## src/rtl/grid_read_server.sv

```systemverilog
`default_nettype none
// ============================================================================
//  Module      : grid_read_server
//  Description : Grid-map read responder. Two requesters (A = render/DDA,
//                B = movement/collision) share one synchronous BRAM through
//                a pipelined, arbitrated read path. The block also owns the
//                map-select switch and drains in-flight reads first, so no
//                response mixes data from two maps.
//                Optional feature macro: GRID_OOB_WALL_EN (an address past
//                the last cell returns a wall instead of reading the BRAM).
//  Revision    : 1.0 - initial release
// ============================================================================
module grid_read_server #(
    parameter int N            = 24,
    parameter int ADDR_W       = $clog2(N * N),
    parameter int DATA_W       = 5,
    parameter int MEM_LATENCY  = 2,
    parameter int STARVE_LIMIT = 8
) (
    input  logic                pixel_clk_in,
    input  logic                rst_in,
    input  logic [1:0]          map_select,
    input  logic                a_req_in,
    input  logic [ADDR_W-1:0]   a_address_in,
    output logic                a_valid_out,
    output logic [DATA_W-1:0]   a_data_out,
    input  logic                b_req_in,
    input  logic [ADDR_W-1:0]   b_address_in,
    output logic                b_valid_out,
    output logic [DATA_W-1:0]   b_data_out,
    output logic                mem_en_out,
    output logic [ADDR_W+1:0]   mem_addr_out,
    input  logic [DATA_W-1:0]   mem_data_in,
    output logic                busy_out
);

    localparam int SC_W = (STARVE_LIMIT < 1) ? 1 : $clog2(STARVE_LIMIT + 1);
    localparam logic [SC_W-1:0]   STARVE_MAX = SC_W'(STARVE_LIMIT);
    localparam logic [DATA_W-1:0] WALL       = DATA_W'(1);
    localparam int                LAST       = MEM_LATENCY - 1;

    localparam logic [1:0] ST_RUN    = 2'd0;
    localparam logic [1:0] ST_DRAIN  = 2'd1;
    localparam logic [1:0] ST_SWITCH = 2'd2;

    logic [1:0]             state;
    logic [1:0]             state_nxt;
    logic [1:0]             map_sel_q;

    logic                   a_pend;
    logic                   b_pend;
    logic [ADDR_W-1:0]      a_addr;
    logic [ADDR_W-1:0]      b_addr;
    logic [SC_W-1:0]        starve_cnt;

    // Tag pipeline: one entry per cycle of BRAM latency. Port bit: 0 = A, 1 = B.
    logic [MEM_LATENCY-1:0] tag_v;
    logic [MEM_LATENCY-1:0] tag_port;
    logic [MEM_LATENCY-1:0] tag_oob;

    logic                   run_state;
    logic                   switch_state;
    logic                   sel_match;
    logic                   grant_ok;
    logic                   b_forced;
    logic                   grant_a;
    logic                   grant_b;
    logic                   grant_any;
    logic                   grant_oob;
    logic [ADDR_W-1:0]      grant_addr;
    logic                   a_inflight;
    logic                   b_inflight;
    logic                   a_accept;
    logic                   b_accept;
    logic                   tags_busy;

    // Arbitration: A by default, B once it has waited long enough.
    always_comb begin
        sel_match  = (map_select == map_sel_q);
        grant_ok   = run_state && sel_match && !rst_in;
        b_forced   = b_pend && (starve_cnt >= STARVE_MAX);
        grant_b    = grant_ok && b_pend && (b_forced || !a_pend);
        grant_a    = grant_ok && a_pend && !grant_b;
        grant_any  = grant_a || grant_b;
        grant_addr = grant_b ? b_addr : a_addr;
    end

`ifdef GRID_OOB_WALL_EN
    localparam logic [ADDR_W:0] CELL_COUNT = (ADDR_W + 1)'(N * N);
    assign grant_oob = grant_any && ({1'b0, grant_addr} >= CELL_COUNT);
`else
    assign grant_oob = 1'b0;
`endif

    assign tags_busy    = |tag_v;
    assign a_inflight   = |(tag_v & ~tag_port);
    assign b_inflight   = |(tag_v & tag_port);
    // A request is ignored once its port has a granted read outstanding.
    assign a_accept     = a_req_in && !grant_a && !a_inflight;
    assign b_accept     = b_req_in && !grant_b && !b_inflight;

    assign mem_en_out   = grant_any && !grant_oob;
    assign mem_addr_out = grant_any ? {map_sel_q, grant_addr} : '0;
    assign busy_out     = a_pend || b_pend || tags_busy || !run_state;

    // Map-switch state register.
    always_ff @(posedge pixel_clk_in) begin
        if (rst_in) begin
            state <= ST_RUN;
        end else begin
            state <= state_nxt;
        end
    end

    // Stop granting on a select change, wait for the pipeline to empty, then swap.
    always_comb begin
        state_nxt = state;
        case (state)
            ST_RUN:    if (!sel_match) state_nxt = ST_DRAIN;
            ST_DRAIN:  if (!tags_busy) state_nxt = ST_SWITCH;
            ST_SWITCH: state_nxt = ST_RUN;
            default:   state_nxt = ST_RUN;
        endcase
    end

    // State decode used by the datapath.
    always_comb begin
        run_state    = (state == ST_RUN);
        switch_state = (state == ST_SWITCH);
    end

    // Active map; takes whatever select is present in the switch cycle.
    always_ff @(posedge pixel_clk_in) begin
        if (rst_in) begin
            map_sel_q <= map_select;
        end else if (switch_state) begin
            map_sel_q <= map_select;
        end
    end

    // Per-port pending flag and latched address.
    always_ff @(posedge pixel_clk_in) begin
        if (rst_in) begin
            a_pend <= 1'b0;
            b_pend <= 1'b0;
            a_addr <= '0;
            b_addr <= '0;
        end else begin
            if (grant_a) begin
                a_pend <= 1'b0;
            end else if (a_accept) begin
                a_pend <= 1'b1;
                a_addr <= a_address_in;
            end
            if (grant_b) begin
                b_pend <= 1'b0;
            end else if (b_accept) begin
                b_pend <= 1'b1;
                b_addr <= b_address_in;
            end
        end
    end

    // Count cycles B waits while pending; saturates at the limit.
    always_ff @(posedge pixel_clk_in) begin
        if (rst_in) begin
            starve_cnt <= '0;
        end else if (grant_b) begin
            starve_cnt <= '0;
        end else if (b_pend && (starve_cnt < STARVE_MAX)) begin
            starve_cnt <= starve_cnt + 1'b1;
        end
    end

    // Tag shift register tracking each grant through the BRAM latency.
    always_ff @(posedge pixel_clk_in) begin
        if (rst_in) begin
            tag_v    <= '0;
            tag_port <= '0;
            tag_oob  <= '0;
        end else begin
            tag_v[0]    <= grant_any;
            tag_port[0] <= grant_b;
            tag_oob[0]  <= grant_oob;
            for (int i = 1; i < MEM_LATENCY; i++) begin
                tag_v[i]    <= tag_v[i-1];
                tag_port[i] <= tag_port[i-1];
                tag_oob[i]  <= tag_oob[i-1];
            end
        end
    end

    // Response stage: capture BRAM data into the owning port for one cycle.
    always_ff @(posedge pixel_clk_in) begin
        if (rst_in) begin
            a_valid_out <= 1'b0;
            b_valid_out <= 1'b0;
            a_data_out  <= '0;
            b_data_out  <= '0;
        end else begin
            a_valid_out <= tag_v[LAST] && !tag_port[LAST];
            b_valid_out <= tag_v[LAST] && tag_port[LAST];
            if (tag_v[LAST] && !tag_port[LAST]) begin
                a_data_out <= tag_oob[LAST] ? WALL : mem_data_in;
            end
            if (tag_v[LAST] && tag_port[LAST]) begin
                b_data_out <= tag_oob[LAST] ? WALL : mem_data_in;
            end
        end
    end

endmodule
`default_nettype wire
```

## config.mk

```make
export PLATFORM = sky130hd
export DESIGN_NAME = grid_read_server
export DESIGN_NICKNAME = d
export VERILOG_FILES = /design/src/rtl/grid_read_server.sv
export SDC_FILE = /design/constraint.sdc
export NUM_CORES = 1
export LEC_CHECK = 0
export ABC_AREA = 1
export BUFFER_PORTS_ARGS = -buffer_cell sky130_fd_sc_hd__clkbuf_2
export CELL_PAD_IN_SITES_DETAIL_PLACEMENT = 1
export CELL_PAD_IN_SITES_GLOBAL_PLACEMENT = 1
export CORE_AREA = 2 2 79 81
export DETAILED_ROUTE_END_ITERATION = 8
export DIE_AREA = 0 0 81 83
export PLACE_DENSITY_LB_ADDON = 0.1
export SYNTH_ARGS = -nofsm -noshare
export SYNTH_HDL_FRONTEND = slang
export SYNTH_SLANG_ARGS = --single-unit
```

## constraint.sdc

```tcl
create_clock -name pixel_clk_in -period 1.7 [get_ports pixel_clk_in]
set_clock_uncertainty 0.2 [all_clocks]
set_input_delay 0.085 -clock pixel_clk_in [delete_from_list [all_inputs] [get_ports pixel_clk_in]]
set_output_delay 0.085 -clock pixel_clk_in [all_outputs]
set_load 0.02 [all_outputs]
```

# == Word-level counts from Yosys, hierarchy flattened ==
# Cells that the tools add are included.
# totals
reg_bits,48
in_bits,31
output_inout_bits,26
wordCells,73
# classes
addsub,1
n_lt_le_gt_ge,2
n_eq_ne,5
muxes,8
n_bitwise,5
n_reduce_logical,37
# op_table
cell,count
logical AND 1 bit,14
two-way mux 12 bit,1
two-way mux 10 bit,1
OR reduction 2 bit,5
logical NOT 1 bit,8
two-way mux 2 bit,4
AND reduction 2 bit,3
logical OR 1 bit,5
two-way mux 5 bit,1
"adder 4 x 1 -> 4 bit, second input constant",1
AND 2 bit,2
"greater-or-equal comparator 4 bit, second input constant",1
"less-than comparator 4 bit, second input constant",1
"inequality test 2 bit, second input constant",2
case mux 2 bit (2 select lines),1
"equality test 2 x 1 -> 1 bit, second input constant",1
equality test 2 bit,1
"equality test 2 bit, second input constant",1
logical NOT 2 bit,1
NOT 1 bit,2
NOT 2 bit,1
nonzero test 2 bit,1

# == Longest topological paths before layout ==
# logic_depth
depth_word,11
depth_mapped,9

# == Least setup slack after synthesis ==
# OpenSTA, ideal clock, no wires.
# synth_path
kind,reg2out
startpoint,reg state[1]
endpoint,out mem_addr_out[10]
arrival_time_ns,1.246
t_required_ns,1.415
path_slack_ns,0.169
stages_incl_launch_ff,8
path_cell_list,dfxtp_1 > nor2_2 > nand2_1 > nor2_2 > nand2_1 > nor2_1 > o21ai_0 > nor2_1
# synth_between
elab_chain_cells,9
elab_cells_between_ends,10
cone_classes,mux: 1; reduce/logical: 9
# synth_lines
element,line,text
"start, declared",46,logic [1:0] state;
"start signal, assigned",111,state <= state_nxt;
logical NOT 2 bit *,128,run_state = (state == ST_RUN);
logical AND 1 bit * (2 in series),80,grant_ok = run_state && sel_match && !rst_in;
logical AND 1 bit (2 in series),82,grant_b = grant_ok && b_pend && (b_forced || !a_pend);
logical NOT 1 bit,83,grant_a = grant_ok && a_pend && !grant_b;
logical AND 1 bit,83,
logical OR 1 bit *,84,grant_any = grant_a || grant_b;
two-way mux 12 bit *,103,"assign mem_addr_out = grant_any ? {map_sel_q, grant_addr} : '0;"
"end, declared",32,"output logic [ADDR_W+1:0] mem_addr_out,"
# Mark *: on every way between the ends. The rest lies on a longest branch, timed or not.

# == Worst setup path in the final report ==
# layout_path
startpoint,reg map_sel_q[0]
endpoint,out mem_addr_out[4]
# layout_between
elab_chain_cells,9
elab_cells_between_ends,11
cone_classes,eq/ne: 1; mux: 2; reduce/logical: 8
# layout_lines
element,line,text
"start, declared",48,logic [1:0] map_sel_q;
"start signal, assigned",135,map_sel_q <= map_select;
"start signal, assigned",137,map_sel_q <= map_select;
equality test 2 bit *,79,sel_match = (map_select == map_sel_q);
logical AND 1 bit * (2 in series),80,
logical AND 1 bit (2 in series),82,
logical NOT 1 bit,83,
logical AND 1 bit,83,
logical OR 1 bit,84,
two-way mux 12 bit *,103,
# Marked as above.

==> results list <==
* Count of final hold-check violations: 1
- DRC viols: 0
- Mean routed wirelength per cell: 12.63 um
* Worst min-delay path category: in2reg
- CTS buffer count: 5
- Global-route wire length before repair: 9.666 mm
- Power per Cell Area: approximately 770 mW/mm^2
* Critical R2R Launch: b_pend$_SDFFE_PP0P_
- The die covers ~0.0067 mm^2.
- The die is 81 um wide.
- The worst setup path is captured at a primary output.
- After floorplanning, the core was sized to cover 0.005816 mm^2.
- The checks that failed: negative hold slack, negative setup slack.
- The library cells used most frequently in the layout, excluding fill and tap cells, are nor2_1, nand2_1, dfxtp_1, clkbuf_2, inv_1.
* Slew at the pin closest to its max-slew limit: 0.4451 ns
- Fillers: 761
- Summed instance area of the synthesized netlist: ~0.0021 mm^2
* Share of synthesized cell area in and, or, nand and nor gates: 0.3096
- Number of standard cells after synthesis: 298
- Dpl hpwl: 3.807 mm
* Num ports: 57
- At the later pin of the worst-skew pair, clock insertion delay measures 0.31 ns.
- Fin cells: about 460
* Number of clock sinks seen by CTS: 46
- Num rows: 28
* Aggregate global-route resource usage: 0.1777
- At the end of routability-driven placement, the weighted congestion stood at 0.7781.
- Synthesis-stage register bit count: 46
- Clock tree from TritonCTS: yes
- Share of synthesized cell area in full adder, half adder and majority cells: 0.01207
* Fraction of layout instances using a drive strength above 1: 0.2706
* Critical-path cell with the highest stage delay: edfxtp_1
- For met2 alone, demand over resource in global routing was 0.3013.
- Critical-path cell list: inv_2 -> nor2_2 -> nor2_4 -> nand2_2 -> nor2_4 -> buf_6 -> nand3_2 -> nand2_1 -> clkbuf_8
- Multiplexer share of the synthesized area: 0
- The root buffer cell chosen for the clock tree is clkbuf_8.
- Worst hold slack across all endpoints: -0.003507 ns
* Number of I/O port buffers: 56
- The library cell used most frequently in the layout, excluding fill and tap cells, is nor2_1.
* Critical path data required time: 1.41 ns
* Vias: 2136
- Finish-stage setup viols: 13
- For this block, the initial DRC count from the detailed router was 36.
* Final #Nets: 420
- The flow ran to the end, but the final reports show violations.
- GR peak layer: met2
- Antenna-violating nets left: 0
- In the global route stage, met3 resource usage came out at 0.03804.
- The critical path starts at map_sel_q[0]$_DFFE_PP_.
- When the netlist entered floorplanning its net count stood at approximately 330.
* Sequential element share of the synthesized area: 0.4538
* Placed cell count: 423
- Max-slew violations: 0
- Synthesized-area fraction occupied by xor and xnor cells: 0.004225
- Critical path start-end classification: reg2out
- Maximum number of pins on one net before global-route repair: 23
- The worst pin sits at a relative slew slack of 0.7026.
- The H-tree generated during clock tree synthesis spans 2 levels.
- Wire length after detailed routing: slightly below 6 mm
- Time the final worst path needs with I/O delays and setup: 1.961 ns
- Post-synthesis area per instance: 6.957 um^2
- Static timing analysis puts the maximum clock frequency at 0.5100 GHz.
- Peak fanout along the critical path: 5
- By instance count, the cell type seen most on the critical path is nor2_4.
- Vertical die dimension: 83 um
- The number of antenna violations at the first check in global routing was 0.
- Clock slew at reported path FFs: 0.10 ns
* Max-Cap Viols: 0
- The clock passes through at most 2 buffers.
- Counting both buffers and inverters, the worst setup path holds a total of 3.
- The share of the synthesized area in compound gates (AO/OA/AOI/OAI) came to 0.09897.
- The worst-case IR drop observed on VDD is 0.0003335 V.
- Growth of design area from synthesis to finish: 45.81%
* Dominant combinational cell family by area after synthesis: simple AND/OR/NAND/NOR gates
* Via count of the first global-routing pass: 2178
- The startpoint identified for the worst hold timing path is rst_in.
- The largest single stage delay on the critical path is 0.39 ns.
* Count of cell types in the netlist: 23
- Cell area after placement: 0.002434 mm^2
- The worst setup path is launched from a flip-flop.
- Cell family with the largest share of critical-path delay: simple AND/OR/NAND/NOR gates
- GR Layer Usage met1: 0.2295
- The number of antenna diodes in the final layout is 0.
- Setup total negative slack on the finished layout was measured at -2.813 ns.
- For this configuration, the core starts out at a cell density of 0.3565.
* Synth warnings: 0
- The analysis attributes to cell leakage a power of 0.001513 uW.
* First-pass iteration count of the detailed router: 4
* Vias per std cell: about 4.6
- Data arrival time of the critical path: 1.68 ns
- RSZ-0062 raised after global routing: true
- Minimum setup slack after placement: -0.04703 ns
* Share of the cycle needed by the critical path after routing: 1.153
- Global routing finished with a remaining overflow of 0.
- Area of all placed cells without fillers: between 0.003 and 0.004 mm^2
- Min setup slack post-route: -0.2606 ns
## cell usage after synthesis (all sizes together)
master,n,area [um^2]
clkbuf,2,7.510
a21boi,1,7.510
edfxtp,2,60.06
clkinv,1,3.750
buf,14,93.83
nand2,60,227.7
dfxtp,44,880.8
o211ai,1,7.510
ha,2,25.02
or2,1,6.260
xor2,1,8.760
a21oi,27,135.1
o21ai,11,55.05
inv,39,146.4
nor4,1,6.260
nand3,31,155.2
nand4,3,25.02
nor2,57,221.5
## cell families (layout without fill, tap and decap cells)
family,Yosys count,in the layout
xor+xnor,1,1
compound gates,40,40
simple gates,153,153
buf+inv,56,146
fa+ha+maj,2,2
flops,46,46
## worst paths after layout
path	endpoint	slack (ns)	cells past startpoint
worst max-delay path	mem_addr_out[4]	-0.26	9
worst min-delay path	tag_v[0]$_SDFF_PP0_	-0.004	4
worst max register to register	b_addr[0]$_SDFFE_PP0P_	0.13	6
worst min register to register	tag_port[1]$_SDFF_PP0_	0.24	2
## layer usage
| layer | routed length, um | vias up | share of wire |
|---|---|---|---|
| li1 | - | 1102 | - |
| met1 | 2662 | 989 | 0.46 |
| met2 | 2877 | 40 | 0.49 |
| met3 | 254 | 5 | 0.043 |
| met4 | 53 | 0 | 0.0091 |
| met5 | 0 | - | 0 |
## cell type report
class	instances	area [um^2]	area share
inverter	40	150.1	0.04967
tap	75	93.84	0.03104
sequential	46	942.2	0.3117
timing repair buffer	98	777.0	0.2570
clock inverter	3	25.02	0.008278
clock buffer	5	68.82	0.02276
multi-input combinational	196	965.9	0.3195
## timing repair
| item | in CTS | in global routing |
|---|---|---|
| setup endpoints to repair | 23 | 26 |
| hold buffers | 28 | 0 |
| buffers inserted | 2 | 1 |
| gates resized for setup | 36 | 28 |
| hold endpoints to repair | 38 | 0 |
| pin swaps | 6 | 13 |
| cloned | 1 | 0 |
## worst reg2reg max path: stages (launching register included)
cell     delay [ns]
dfxtp_1        0.41
inv_1          0.10
a21oi_1        0.17
nand4_2        0.16
buf_6          0.20
a21oi_1        0.16
nor2_1         0.07
## per-stage QoR
step / power, uW / utilization
2_1_floorplan: 1422 / -
3_3_place_gp: 1519 / 0.4185
3_5_place_dp: 1527 / 0.4185
4_1_cts: 2333 / 0.5052
5_1_grt: 2455 / 0.5198
6_report: 2320 / 0.5198
## sequential cells by signal, summed over array words and instances (netlist names)
register     flops
a_addr          10
a_valid_out      1
a_data_out       5
starve_cnt       4
a_pend           1
b_valid_out      1
map_sel_q        2
b_addr          10
tag_v            2
b_pend           1
tag_port         2
b_data_out       5
state            2
## power breakdown
part	switching, uW	total (uW)	internal [uW]
Combinational	218	412	195
Clock	415	712	297
Sequential	46.7	1200	1150
Power figures use the tool's default switching activity.
